### src/rtl/inst_sched_pkg.sv
// Shared types and default sizing for the instance round-robin scheduler.
package inst_sched_pkg;

  typedef enum logic [1:0] {
    IDLE   = 2'd0,
    GRANT  = 2'd1,
    REVOKE = 2'd2
  } sched_state_e;

  localparam int NUM_REQ_DEF  = 10;
  localparam int MAX_HOLD_DEF = 16;

endpackage

### src/rtl/inst_rr_scheduler_rr_pick.sv
// Combinational rotating-priority picker: lowest asserted req index at or above ptr, wrapping.
module rr_pick
  import inst_sched_pkg::*;
#(
  parameter int NUM_REQ = NUM_REQ_DEF,
  parameter int ID_W    = $clog2(NUM_REQ)
) (
  input  logic [NUM_REQ-1:0] req,
  input  logic [ID_W-1:0]    ptr,
  output logic               found,
  output logic [ID_W-1:0]    idx
);

  localparam int DW = 2 * NUM_REQ;

  logic [DW-1:0] dbl;
  logic [DW-1:0] masked;
  logic [ID_W:0] pos;

  // The upper copy of req catches requesters below ptr, giving the wrap-around.
  assign dbl    = {req, req};
  assign masked = dbl & ({DW{1'b1}} << ptr);

  always_comb begin
    pos = '0;
    for (int i = DW - 1; i >= 0; i--) begin
      if (masked[i]) pos = (ID_W + 1)'(i);
    end
  end

  assign found = |req;
  assign idx   = (pos >= (ID_W + 1)'(NUM_REQ)) ? ID_W'(pos - (ID_W + 1)'(NUM_REQ))
                                                : pos[ID_W-1:0];

endmodule

### src/rtl/inst_rr_scheduler.sv
// Round-robin owner scheduler for the inst_0..inst_N fan-out.
// Define INST_SCHED_TIMEOUT_EN to add the MAX_HOLD grant limit, REVOKE state and timeout pulse.
module inst_rr_scheduler
  import inst_sched_pkg::*;
#(
  parameter int NUM_REQ  = NUM_REQ_DEF,
  parameter int MAX_HOLD = MAX_HOLD_DEF,
  parameter int ID_W     = $clog2(NUM_REQ)
) (
  input  logic               clk,
  input  logic               rst_n,
  input  logic [NUM_REQ-1:0] req,
  input  logic [NUM_REQ-1:0] done,
  output logic [NUM_REQ-1:0] gnt,
  output logic [ID_W-1:0]    gnt_id,
  output logic               busy,
  output logic               timeout
);

  if (NUM_REQ < 2 || NUM_REQ > 32 || MAX_HOLD < 1) begin : g_param_check
    $error("inst_rr_scheduler: NUM_REQ must be 2..32 and MAX_HOLD >= 1");
  end

  sched_state_e    state;
  logic [ID_W-1:0] ptr;
  logic [ID_W-1:0] next_ptr;
  logic [ID_W-1:0] pick_idx;
  logic            pick_found;
  logic            release_now;

  rr_pick #(
    .NUM_REQ (NUM_REQ),
    .ID_W    (ID_W)
  ) u_pick (
    .req   (req),
    .ptr   (ptr),
    .found (pick_found),
    .idx   (pick_idx)
  );

  // Only the owner's bits matter; everyone else is ignored while a grant is held.
  assign release_now = done[gnt_id] | ~req[gnt_id];
  assign next_ptr    = (gnt_id == ID_W'(NUM_REQ - 1)) ? '0 : gnt_id + 1'b1;

`ifdef INST_SCHED_TIMEOUT_EN
  localparam int HOLD_W = $clog2(MAX_HOLD + 1);

  logic [HOLD_W-1:0] hold_cnt;
  logic              hold_expired;

  assign hold_expired = (hold_cnt == HOLD_W'(MAX_HOLD - 1));
`else
  assign timeout = 1'b0;
`endif

  always_ff @(posedge clk or negedge rst_n) begin
    if (!rst_n) begin
      state    <= IDLE;
      gnt      <= '0;
      gnt_id   <= '0;
      busy     <= 1'b0;
      ptr      <= '0;
`ifdef INST_SCHED_TIMEOUT_EN
      hold_cnt <= '0;
      timeout  <= 1'b0;
`endif
    end else begin
      case (state)
        IDLE: begin
          if (pick_found) begin
            gnt      <= NUM_REQ'(1) << pick_idx;
            gnt_id   <= pick_idx;
            busy     <= 1'b1;
            state    <= GRANT;
`ifdef INST_SCHED_TIMEOUT_EN
            hold_cnt <= '0;
`endif
          end
        end
        GRANT: begin
          if (release_now) begin
            gnt   <= '0;
            busy  <= 1'b0;
            ptr   <= next_ptr;
            state <= IDLE;
          end
`ifdef INST_SCHED_TIMEOUT_EN
          // A same-cycle release takes precedence over revoking the grant.
          else if (hold_expired) begin
            gnt     <= '0;
            busy    <= 1'b0;
            timeout <= 1'b1;
            ptr     <= next_ptr;
            state   <= REVOKE;
          end else begin
            hold_cnt <= hold_cnt + 1'b1;
          end
`endif
        end
`ifdef INST_SCHED_TIMEOUT_EN
        REVOKE: begin
          timeout <= 1'b0;
          state   <= IDLE;
        end
`endif
        default: state <= IDLE;
      endcase
    end
  end

endmodule

### config.mk
export PLATFORM = sky130hd
export DESIGN_NAME = inst_rr_scheduler
export DESIGN_NICKNAME = d
export VERILOG_FILES = /design/src/rtl/inst_sched_pkg.sv /design/src/rtl/inst_rr_scheduler_rr_pick.sv /design/src/rtl/inst_rr_scheduler.sv
export SDC_FILE = /design/constraint.sdc
export NUM_CORES = 1
export LEC_CHECK = 0
export ABC_AREA = 1
export CAP_MARGIN = 20
export CORE_MARGIN = 5
export CORE_UTILIZATION = 55
export CTS_BUF_LIST = sky130_fd_sc_hd__clkbuf_8
export DETAILED_ROUTE_END_ITERATION = 8
export PLACE_DENSITY_LB_ADDON = 0.15
export SLEW_MARGIN = 10
export SYNTH_ARGS = -nofsm -noshare
export SYNTH_HDL_FRONTEND = slang
export SYNTH_SLANG_ARGS = --single-unit
### constraint.sdc
create_clock -name clk -period 7.05 [get_ports clk]
set_clock_uncertainty 0.15 [all_clocks]
set_input_delay 1.41 -clock clk [delete_from_list [all_inputs] [get_ports clk]]
set_output_delay 1.41 -clock clk [all_outputs]
set_load 0.05 [all_outputs]
Word level (Yosys, flattened, before mapping)
Cells that the tools add are included.
Widths: inputs -> output; s select.
{"block": "totals", "ff_bits": 21, "in_bits": 22, "output_inout_bits": 16, "elab_cells": 60}
{"block": "classes", "addsub": 2, "order_cmp": 2, "n_eq_ne": 4, "shifts": 2, "n_mux": 35, "n_bitwise": 3, "reduce_logical": 7}
{"cell": "$mux 5", "n": 20}
{"cell": "$and 20x20->20", "n": 1}
{"cell": "$mux 10", "n": 2}
{"cell": "$pmux 10 s2", "n": 1}
{"cell": "$shl 20x4->20 const A", "n": 1}
{"cell": "$reduce_or 10->1", "n": 1}
{"cell": "$shl 1x4->10 const A", "n": 1}
{"cell": "$bmux 1 s4", "n": 2}
{"cell": "$mux 4", "n": 2}
{"cell": "$reduce_and 2->1", "n": 3}
{"cell": "$ge 5x4->1 const B", "n": 1}
{"cell": "$lt 4x5->1 const B", "n": 1}
{"cell": "$add 4x1->4 const B", "n": 1}
{"cell": "$eq 4x4->1 const B", "n": 1}
{"cell": "$mux 1", "n": 4}
{"cell": "$mux 2", "n": 2}
{"cell": "$ne 2x2->1 const B", "n": 2}
{"cell": "$pmux 2 s2", "n": 1}
{"cell": "$sub 4x4->4 const B", "n": 1}
{"cell": "$reduce_and 3->1", "n": 1}
{"cell": "$eq 2x1->1 const B", "n": 1}
{"cell": "$logic_not 2->1", "n": 1}
{"cell": "$pmux 1 s2", "n": 1}
{"cell": "$reduce_bool 2->1", "n": 1}
{"cell": "2 further kinds", "n": 2}

Logic depth before layout (Yosys ltp)
Gate-level depths: netlist of run 1.
{"block": "logic_depth", "word_depth": 27, "ltp_mapped": 24, "mapped_depth_nobuf": 24}

By module
From an unflattened synthesis of run 1, not the netlist that was laid out.
{"block": "hier_totals", "hier_cells": 288, "hier_area_um2": 1674.1}
{"mod": "inst_rr_scheduler", "n_inst": 1, "cells_per_inst": 160, "area_per_inst_um2": 1097.3, "seq_area_each_um2": 475.5}
{"mod": "rr_pick", "n_inst": 1, "cells_per_inst": 128, "area_per_inst_um2": 576.8, "seq_area_each_um2": 0.0}

Worst setup path before layout of run 1
Ideal clock, no wire load.
{"block": "synth_timing", "path_kind": "input -> register", "startpoint": "input port req[1]", "endpoint": "register gnt[2]", "setup_time_ns": 0.118, "arrival_time_ns": 3.003, "required_time_ns": 6.782, "setup_slack_ns": 3.779, "path_stages": 21, "path_buffers": 0, "cell_sequence": "inv_1 a21oi_1 inv_1 nand2_1 inv_1 nand2_1 nand2_1 nand2_1 nand2_1 nand2_1 nand2_2 ha_1 or2_1 nand2_1 inv_2 nand2_4 nand2_2 nand2_4 nor2_1 nand2_1 nand2_1"}
{"block": "synth_via", "elab_chain_len": 18, "word_cells_on_any_way": 27, "classes_between": "add/sub: 1; order compare: 1; eq/ne: 2; shift: 1; mux: 17; bitwise: 3; reduce/logical: 2"}
{"item": "start, declared", "line_no": "inst_rr_scheduler.sv:12", "rtl": "input logic [NUM_REQ-1:0] req,"}
{"item": "$and 20x20->20", "line_no": "inst_rr_scheduler_rr_pick.sv:22", "rtl": "assign masked = dbl & ({DW{1'b1}} << ptr);"}
{"item": "$mux 5 (12 in series)", "line_no": "inst_rr_scheduler_rr_pick.sv:27", "rtl": "if (masked[i]) pos = (ID_W + 1)'(i);"}
{"item": "$sub 4x4->4 / $ge 5x4->1 (equally long branches)", "line_no": "inst_rr_scheduler_rr_pick.sv:32", "rtl": "assign idx = (pos >= (ID_W + 1)'(NUM_REQ)) ? ID_W'(pos - (ID_W + 1)'(NUM_REQ))"}
{"item": "$mux 4", "line_no": "inst_rr_scheduler_rr_pick.sv:32"}
{"item": "$shl 1x4->10", "line_no": "inst_rr_scheduler.sv:71", "rtl": "gnt <= NUM_REQ'(1) << pick_idx;"}
{"item": "$mux 10", "line_no": "inst_rr_scheduler.sv:70", "rtl": "if (pick_found) begin"}
{"item": "$pmux 10 s2", "line_no": "inst_rr_scheduler.sv:68", "rtl": "case (state)"}
{"item": "end signal, assigned", "line_no": "inst_rr_scheduler.sv:71"}
{"item": "end, declared", "line_no": "inst_rr_scheduler.sv:14", "rtl": "output logic [NUM_REQ-1:0] gnt,"}
Parallel ways exist; a longest one is shown, timed or not. The select of a mux whose other input is x is not followed.
A chain may end at the register's enable or synchronous reset.

Final worst setup path of run 1
{"block": "layout_timing", "startpoint": "input port req[1]", "endpoint": "register gnt[7]"}
The elaborated chain is that of the path after synthesis.

==> impl_metrics.env, run 1 <==
export IMPL_syn_area_um2=1580
export IMPL_overflow=0
export IMPL_cts_buffer_depth=2
export IMPL_finalHoldViolations=0
export IMPL_dpl_instance_area_um2=1950
export IMPL_initial_core_util_pct=57.3
export IMPL_worstMarginPinSlew_ns=0.824
export IMPL_die_h_um=63.6
export IMPL_p_leak_nw=0.995
export IMPL_cts_htree_levels=1
export IMPL_synth_edf_count=0
export IMPL_first_pass_iters=4
export IMPL_setup_tns_ns=0
export IMPL_rsz0062_at_grt="no"
export IMPL_power_density_nw_per_um2=450
export IMPL_startpoint_type="input port"
export IMPL_syn_num_nets=265
export IMPL_use_met3_pct=3.02
export IMPL_fillers=225
export IMPL_power_frac_seq_pct=22.0
export IMPL_finalSetupViolations=0
export IMPL_hold_path_class="flip-flop to flip-flop"
export IMPL_layout_nets=302
export IMPL_drv_cap=0
export IMPL_clock_sinks=19
export IMPL_grt_pass1_vias=1581
export IMPL_io_pins=38
export IMPL_crit_chain="clkdlybuf4s50_1 -> inv_1 -> a21oi_1 -> inv_1 -> nand2_1 -> inv_1 -> nand2_1 -> nand2_1 -> nand2_1 -> nand2_1 -> nand2_1 -> nand2_2 -> ha_1 -> or2_1 -> nand2_1 -> inv_2 -> nand2_4 -> nand2_1 -> nand2_1 -> nand2_1 -> inv_1 -> nand2_1 -> nand2_1"
export IMPL_grt_max_degree=20
export IMPL_wl_per_cell_um=12.4
export IMPL_ys_types=40
export IMPL_post_cts_buffers=0
export IMPL_critical_path_slowest_cell="clkdlybuf4s50_1"
export IMPL_syn_inst=242
export IMPL_hold_depth=2
export IMPL_layout_min_cycle_time_ns=3.77
export IMPL_hpwlAfterDp_um=3120
export IMPL_fin_util_pct=72.3
export IMPL_status="completed"
export IMPL_clk_latency_ns=0.25
export IMPL_multi_input_area_um2=936
export IMPL_ctsResizeCount=0
export IMPL_end_kind="flip-flop"
export IMPL_synth_avg_cell_area_um2=6.53
export IMPL_worstRegToRegCells=12
export IMPL_cp_arrival_ns=3.80
export IMPL_dr_total_vias=1636
export IMPL_clkPwrFrac_pct=8.0
export IMPL_ys_ff_latch=19
export IMPL_synthArstFlopShare_pct=100
export IMPL_seq_area_um2=475
export IMPL_cp_required_ns=7.08
export IMPL_grt_usage_pct=19.1
export IMPL_slew_viol_final=0
export IMPL_top_usage_layer="met2"
export IMPL_wirelength_um=3840
export IMPL_ant_nets=0
export IMPL_drt_vias_per_instance=5.29
export IMPL_grt_met1_usage_pct=25.7
export IMPL_critPathMaxStageDelay_ns=0.49
export IMPL_final_area_um2=1990
export IMPL_synth_seq_area_share_pct=30.1
export IMPL_rows=19
export IMPL_p_sw_w=0.000505
export IMPL_grt_first_pass_wirelength_um=6520
export IMPL_grt_antenna_before_repair=0
export IMPL_slew_headroom_pct=44.9
export IMPL_p_int_w=0.000393
export IMPL_max_freq_ghz=0.266
export IMPL_ir_drop_uv=491
export IMPL_crit_path_max_fanout=4
export IMPL_drive_above_1_share_pct=12.9
export IMPL_clkTransAtPathRegs_ns=0.06
export IMPL_drc=0
export IMPL_cpMostUsedCell="nand2_1"
export IMPL_ctsRootBufferMaster="clkbuf_8"
export IMPL_diodes=0
export IMPL_cts_tree="built"
export IMPL_period_share_pct=53.4
export IMPL_switching_share_pct=56.3
export IMPL_gp_congestion=0.926
export IMPL_die_area_um2=4040
export IMPL_syn_to_final_growth_pct=26.2
export IMPL_cts_made_buffers=3
export IMPL_cts_hold_buf=0
export IMPL_gr_usage_met2_pct=32.4
export IMPL_synth_flop_cell="dfrtp_1"
export IMPL_worst_hold_slack_ns=0.328
export IMPL_combPwrFrac_pct=70.0
export IMPL_core_area_um2=2760
export IMPL_path_class="input port to flip-flop"
export IMPL_io_buffers=36
export IMPL_yosys_warnings=0
export IMPL_drt_initial_drc_count=55
export IMPL_die_w_um=63.6
cell usage after synthesis (2+ instances only):
library cell / instances / share of area (%)
inv_2: 8 / 1.9
o2111ai_1: 3 / 1.7
nand4_1: 4 / 1.6
nor4_1: 2 / 0.79
nand3_2: 3 / 1.9
nor2_1: 14 / 3.3
nand2_2: 7 / 2.8
o211ai_1: 2 / 0.95
buf_4: 2 / 0.95
a21oi_1: 4 / 1.3
nor3_1: 4 / 1.3
nand2_4: 2 / 1.4
nand3_1: 12 / 3.8
inv_1: 29 / 6.9
o21ai_1: 6 / 1.9
dfrtp_1: 19 / 30
nand2_1: 81 / 19
nor2_2: 4 / 1.6
o21ai_0: 15 / 4.8
power by group through the flow:
stage                      Clock, W  Combinational [W]  Sequential (W)
final                     0.0000714           0.000629        0.000198
after CTS                 0.0000730           0.000630        0.000197
after global routing      0.0000782           0.000702        0.000204
after detailed placement          0           0.000625        0.000198
after global placement            0           0.000617        0.000198
after floorplan                   0           0.000424        0.000256
cells in the final DEF, fill, tap and decap left out, drive strengths merged:
| cell type | n |
|---|---|
| a21oi | 5 |
| a221oi | 1 |
| a31oi | 2 |
| a32o | 1 |
| and2 | 2 |
| clkbuf | 3 |
| clkdlybuf4s50 | 36 |
| conb | 1 |
| dfrtp | 19 |
| ha | 1 |
| inv | 38 |
| mux2i | 1 |
| nand2 | 90 |
| nand3 | 16 |
| nand3b | 1 |
| nand4 | 4 |
| nor2 | 19 |
| nor3 | 5 |
| nor4 | 2 |
| o2111ai | 3 |
| o211ai | 2 |
| o21ai | 22 |
| o311ai | 1 |
| or2 | 2 |
| xor2 | 1 |
metal layers:
metal | part of all wire, % | up-vias | wire, um
met5 | 0 | - | 0
met1 | 45 | 722 | 1730
met2 | 49 | 50 | 1870
met4 | 0.60 | 0 | 23
li1 | - | 857 | -
met3 | 5.5 | 7 | 212
area by class of cell:
class | instances | share of cell area, %
Clock buffer | 3 | 2.07
Timing Repair Buffer | 36 | 18.1
Tap cell | 31 | 1.94
Clock inverter | 1 | 0.188
Multi-Input combinational cell | 182 | 46.9
Sequential cell | 19 | 23.8
Inverter | 37 | 6.96
per-stage QoR:
stage / instances / setup WS, ns / power, W
6_report: 309 / 3.28 / 0.000898
5_1_grt: 309 / 3.02 / 0.000984
4_1_cts: 309 / 3.31 / 0.000900
3_5_place_dp: 305 / 3.05 / 0.000823
3_3_place_gp: 305 / 3.05 / 0.000815
2_1_floorplan: 242 / 3.78 / 0.000680
logic make-up (layout without fill, tap and decap cells):
family          count (synthesis)  in the layout  share of synthesized area [%]
mux                             1              1                          0.633
buf+inv                        41             77                           10.7
compound gates                 37             37                           14.6
fa+ha+maj                       1              1                          0.792
xor+xnor                        1              1                          0.554
other cells                     1              1                          0.237
flops                          19             19                           30.1
simple gates                  141            141                           42.4
registers in the layout (all words and copies together) (netlist names):
name    flops
ptr         4
gnt        10
busy        1
gnt_id      4
worst paths after layout:
kind / slack [ns] / to / startpoint
min: 0.33 / gnt[3] / gnt[3]
max in group asynchronous: 4.75 / gnt[7] / rst_n
min in group asynchronous: 1.48 / gnt[4] / rst_n
min reg2reg: 0.33 / gnt[3] / gnt[3]
max: 3.28 / gnt[7] / req[1]
max reg2reg: 4.14 / gnt[5] / gnt_id[0]
worst max-delay path, delay by kind of cell:
kind / cells / cell delay [ns]
AND/OR/NAND/NOR: 15 / 1.14
buffers and inverters: 6 / 0.82
adder cells (fa/ha/maj): 1 / 0.22
AO/OA/AOI/OAI: 1 / 0.19
(Power assumes the default switching activity.)
==> inputs of run 2 (changes only) <==
CORE_UTILIZATION = 51   (was 55)
clock period = 3.6 ns   (was 7.05 ns; I/O delays follow)
==> run 2 against run 1 <==
Combinational power rose by 96%. Flip-flop and latch count did not move. Cell area rose by 0.69%. Utilization fell by 5.4 points. Worst hold slack improved by 0.0041 ns. Via count fell by 1.8%. Non-clock buffer count rose by 1.
==> impl_metrics.env, run 2 (synthesis gave the netlist of run 1 again) <==
export IMPL_wl_per_cell_um=12.2
export IMPL_drc=0
export IMPL_startpoint="req[1]"
export IMPL_max_freq_ghz=0.327
export IMPL_path_class="input port to flip-flop"
export IMPL_gp_congestion=0.936
export IMPL_clock_sinks=19
export IMPL_largestRegisters="gnt x10, gnt_id x4, ptr x4"
export IMPL_dr_total_vias=1606
export IMPL_power_total_w=0.00177
export IMPL_die_area_um2=4310
export IMPL_final_area_um2=2010
export IMPL_fillers=300
export IMPL_finalHoldViolations=0
export IMPL_r2r_start="ptr[3]"
export IMPL_end_kind="flip-flop"
export IMPL_setup_tns_ns=0
export IMPL_hold_path_class="flip-flop to flip-flop"
export IMPL_mostFrequentLayoutCells="nand2_1, clkdlybuf4s50_1, inv_1, dfrtp_1, o21ai_0"
export IMPL_worstMarginPinSlew_ns=0.813
export IMPL_drv_cap=0
export IMPL_finalSetupViolations=0
export IMPL_grt_antenna_before_repair=0
export IMPL_drive_above_1_share_pct=13.6
export IMPL_io_buffers=36
export IMPL_p_sw_w=0.000990
export IMPL_layout_nets=303
export IMPL_power_frac_seq_pct=21.9
export IMPL_grt_max_degree=20
export IMPL_drt_initial_drc_count=66
export IMPL_cp_arrival_ns=3.05
export IMPL_min_from="gnt[6]"
export IMPL_startpoint_type="input port"
export IMPL_rows=20
export IMPL_period_share_pct=84.8
export IMPL_ctsRootBufferMaster="clkbuf_8"
export IMPL_ant_nets=0
export IMPL_ir_drop_uv=663
export IMPL_clk_latency_ns=0.25
export IMPL_drt_vias_per_instance=5.15
export IMPL_clkTransAtPathRegs_ns=0.07
export IMPL_syn_to_final_growth_pct=27.1
export IMPL_cts_hold_buf=0
export IMPL_crit_path_max_fanout=8
export IMPL_post_cts_buffers=0
export IMPL_grt_first_pass_wirelength_um=6410
export IMPL_cts_buffer_depth=2
export IMPL_cp_required_ns=3.60
export IMPL_die_h_um=65.7
export IMPL_combPwrFrac_pct=69.7
export IMPL_cts_tree="built"
export IMPL_hpwlAfterDp_um=3090
export IMPL_first_pass_iters=4
export IMPL_overflow=0
export IMPL_grt_usage_pct=18.6
export IMPL_slew_headroom_pct=45.6
export IMPL_die_w_um=65.7
export IMPL_initial_core_util_pct=52.6
export IMPL_p_int_w=0.000781
export IMPL_status="completed"
export IMPL_switching_share_pct=55.9
export IMPL_wirelength_um=3800
export IMPL_largest_reg_flops=10
export IMPL_rsz0062_at_grt="no"
export IMPL_core_area_um2=3000
export IMPL_layout_min_cycle_time_ns=3.05
export IMPL_cts_htree_levels=1
export IMPL_clkPwrFrac_pct=8.4
export IMPL_diodes=0
export IMPL_grt_pass1_vias=1483
export IMPL_slew_viol_final=0
export IMPL_ctsResizeCount=0
export IMPL_layout_commonest_cell="nand2_1"
export IMPL_p_leak_nw=0.995
export IMPL_power_density_nw_per_um2=882
export IMPL_top_register="gnt"
export IMPL_fin_util_pct=66.9
export IMPL_dpl_instance_area_um2=1960
export IMPL_io_pins=38
export IMPL_cts_made_buffers=3
run 2: cell types whose count changed in the layout (fill, tap and decap cells not counted):
cell,before,now
clkinvlp_4,0,1
inv_1,30,29
buf_4,0,1
run 2: layout make-up:
class                           instances  area [um2]  share of cell area [%]
Timing Repair Buffer                   37         368                    18.3
Tap cell                               33        41.3                    2.06
Sequential cell                        19         475                    23.7
Clock buffer                            3        41.3                    2.06
Inverter                               37         139                    6.92
Multi-Input combinational cell        182         936                    46.6
Clock inverter                          1        7.51                   0.374
run 2: worst paths after layout:
check,to,slack [ns],depth (start not counted)
worst max-delay path,gnt[2],0.55,22
worst min-delay path,gnt[6],0.33,2
worst max register to register,gnt[2],0.82,19
worst min register to register,gnt[6],0.33,2
max in group asynchronous,ptr[3],2.01,1
min in group asynchronous,gnt[5],0.78,1
run 2: power by group through the flow:
stage	clock network, W	registers [W]	logic, W
after floorplan	0	0.000501	0.000831
after global placement	0	0.000390	0.00122
after detailed placement	0	0.000389	0.00123
after CTS	0.000155	0.000385	0.00124
after global routing	0.000165	0.000402	0.00138
final	0.000149	0.000388	0.00123
run 2: metal layers:
| layer | up-vias | wire length (um) | share of wire, % | global-route usage [%] |
|---|---|---|---|---|
| li1 | 857 | - | - | - |
| met1 | 714 | 1920 | 51 | 25.9 |
| met2 | 33 | 1710 | 45 | 30.4 |
| met3 | 2 | 155 | 4.1 | 3.25 |
| met4 | 0 | 13 | 0.34 | 3.37 |
| met5 | - | 0 | 0 | 0 |
run 2: through the flow:
step	std cells	hold slack (ns)	setup slack, ns
6_report	312	0.333	0.546
3_3_place_gp	308	0.314	0.363
3_5_place_dp	308	0.317	0.293
4_1_cts	312	0.338	0.552
5_1_grt	312	0.357	0.303
2_1_floorplan	242	0.274	1.02
run 2: worst max-delay path: stages:
cell             delay (ns)
clkdlybuf4s50_1        0.48
inv_1                  0.07
a21oi_1                0.17
inv_1                  0.08
nand2_1                0.09
inv_1                  0.04
nand2_1                0.05
nand2_1                0.05
nand2_1                0.05
nand2_1                0.04
nand2_1                0.06
nand2_2                0.10
ha_1                   0.22
or2_1                  0.24
nand2_1                0.08
inv_2                  0.07
nand2_4                0.08
nand2_2                0.06
nand2_4                0.10
nor2_1                 0.07
nand2_1                0.08
nand2_1                0.05
==> inputs of run 3 (changes only) <==
clock period = 2.9 ns   (was 3.6 ns; I/O delays follow)
==> run 3 against run 2 <==
Combinational power rose by 45%. Largest cell class unchanged. Via count rose by 7.7%. Utilization rose by 6.6 points. Critical path type unchanged. Worst setup slack got worse by 0.34 ns.
==> impl_metrics.env, run 3 (synthesis gave the netlist of run 1 again) <==
export IMPL_io_pins=38
export IMPL_syn_to_final_growth_pct=39.6
export IMPL_finalHoldViolations=0
export IMPL_hpwlAfterDp_um=3310
export IMPL_clkTransAtPathRegs_ns=0.07
export IMPL_core_area_um2=3000
export IMPL_clkPwrFrac_pct=7.4
export IMPL_initial_core_util_pct=52.6
export IMPL_p_sw_w=0.00131
export IMPL_grt_first_pass_wirelength_um=7170
export IMPL_dr_total_vias=1729
export IMPL_cts_buffer_depth=2
export IMPL_post_cts_buffers=0
export IMPL_slew_headroom_pct=45.3
export IMPL_ant_nets=0
export IMPL_combPwrFrac_pct=73.1
export IMPL_drt_initial_drc_count=69
export IMPL_mostFrequentLayoutCells="nand2_1, clkdlybuf4s50_1, inv_1, buf_4, dfrtp_1"
export IMPL_drv_cap=0
export IMPL_fillers=244
export IMPL_setup_ws_ns=0.202
export IMPL_top_register="gnt"
export IMPL_layout_min_cycle_time_ns=2.70
export IMPL_overflow=0
export IMPL_cts_htree_levels=1
export IMPL_wl_per_cell_um=12.4
export IMPL_crit_path_max_fanout=10
export IMPL_startpoint_type="input port"
export IMPL_period_share_pct=93.0
export IMPL_post_place_ws_ns=-0.142
export IMPL_layout_commonest_cell="nand2_1"
export IMPL_ir_drop_uv=928
export IMPL_grt_pass1_vias=1672
export IMPL_first_pass_iters=4
export IMPL_rsz0062_at_grt="no"
export IMPL_worst_hold_slack_ns=0.328
export IMPL_status="completed"
export IMPL_wirelength_um=4130
export IMPL_p_int_w=0.00112
export IMPL_p_leak_nw=1.12
export IMPL_grt_max_degree=20
export IMPL_finalSetupViolations=0
export IMPL_grt_antenna_before_repair=0
export IMPL_clock_sinks=19
export IMPL_final_instance_count_excl_fill=334
export IMPL_gp_congestion=0.871
export IMPL_power_density_nw_per_um2=1100
export IMPL_drive_above_1_share_pct=23.3
export IMPL_end_kind="flip-flop"
export IMPL_path_class="input port to flip-flop"
export IMPL_cp_arrival_ns=2.74
export IMPL_rows=20
export IMPL_io_buffers=36
export IMPL_layout_nets=325
export IMPL_ctsRootBufferMaster="clkbuf_8"
export IMPL_max_freq_ghz=0.371
export IMPL_cts_tree="built"
export IMPL_drt_vias_per_instance=5.18
export IMPL_power_frac_seq_pct=19.5
export IMPL_drc=0
export IMPL_diodes=0
export IMPL_grt_usage_pct=20.6
export IMPL_die_w_um=65.7
export IMPL_switching_share_pct=54.0
export IMPL_die_area_um2=4310
export IMPL_largest_reg_flops=10
export IMPL_slew_viol_final=0
export IMPL_largestRegisters="gnt x10, gnt_id x4, ptr x4"
export IMPL_cp_required_ns=2.94
export IMPL_cts_made_buffers=3
export IMPL_hold_path_class="flip-flop to flip-flop"
export IMPL_worstMarginPinSlew_ns=0.818
export IMPL_placed_cells=330
export IMPL_die_h_um=65.7
export IMPL_clk_latency_ns=0.26
-- run 3: power by group through the flow --
stage	clock (W)	sequential, W	combinational, W
3_3_place_gp	0	0.000467	0.00168
5_1_grt	0.000204	0.000493	0.00198
3_5_place_dp	0	0.000464	0.00170
2_1_floorplan	0	0.000621	0.00103
6_report	0.000180	0.000473	0.00178
4_1_cts	0.000186	0.000462	0.00171
-- run 3: path summary, 6_finish.rpt --
| path | start | to | slack [ns] | cells past startpoint |
|---|---|---|---|---|
| min in group asynchronous | rst_n | gnt[1] | 0.64 | 1 |
| max in group asynchronous | rst_n | ptr[1] | 1.39 | 1 |
| hold / removal | gnt[6] | gnt[6] | 0.33 | 2 |
| setup / recovery | req[7] | gnt[2] | 0.20 | 11 |
| hold reg to reg | gnt[6] | gnt[6] | 0.33 | 2 |
| setup reg to reg | ptr[3] | gnt[0] | 0.30 | 19 |
-- run 3: metrics by stage --
stage / setup TNS [ns] / utilization [%] / cell area (um2) / total power [W]
3_5_place_dp: -1.19 / 70.8 / 2120 / 0.00217
3_3_place_gp: -0.841 / 70.8 / 2120 / 0.00215
4_1_cts: 0 / 72.3 / 2170 / 0.00236
2_1_floorplan: 0 / - / 1580 / 0.00165
6_report: 0 / 73.5 / 2210 / 0.00243
5_1_grt: 0 / 73.5 / 2210 / 0.00267
-- run 3: worst max-delay path, stage by stage --
cell and delay (ns):
clkdlybuf4s50_1 0.50, inv_1 0.07, buf_4 0.14, o2111ai_1 0.19, a32o_1 0.18, o311ai_0 0.18, nand2_1 0.13, inv_1 0.06
nor2_1 0.49, nand2_1 0.13, nand2_1 0.10
-- run 3: timing repair --
| item | CTS | global route |
|---|---|---|
| gates resized for setup | 0 | 16 |
| hold buffers | 0 | 0 |
| setup endpoints to repair | 0 | 12 |
-- run 3: routing by layer --
| metal | track usage (%) | wire length (um) |
|---|---|---|
| met4 | 2.59 | 28 |
| met3 | 4.10 | 227 |
| met5 | 0 | 0 |
| met1 | 29.3 | 1940 |
| met2 | 33.2 | 1930 |
-- run 3: final cells by class --
| class | count | area (um2) | area share [%] |
|---|---|---|---|
| sequential | 19 | 479 | 21.7 |
| clock inverter | 1 | 3.75 | 0.170 |
| tap | 33 | 41.3 | 1.87 |
| inverter | 37 | 139 | 6.30 |
| multi-input combinational | 182 | 963 | 43.7 |
| timing repair buffer | 59 | 538 | 24.4 |
| clock buffer | 3 | 41.3 | 1.87 |
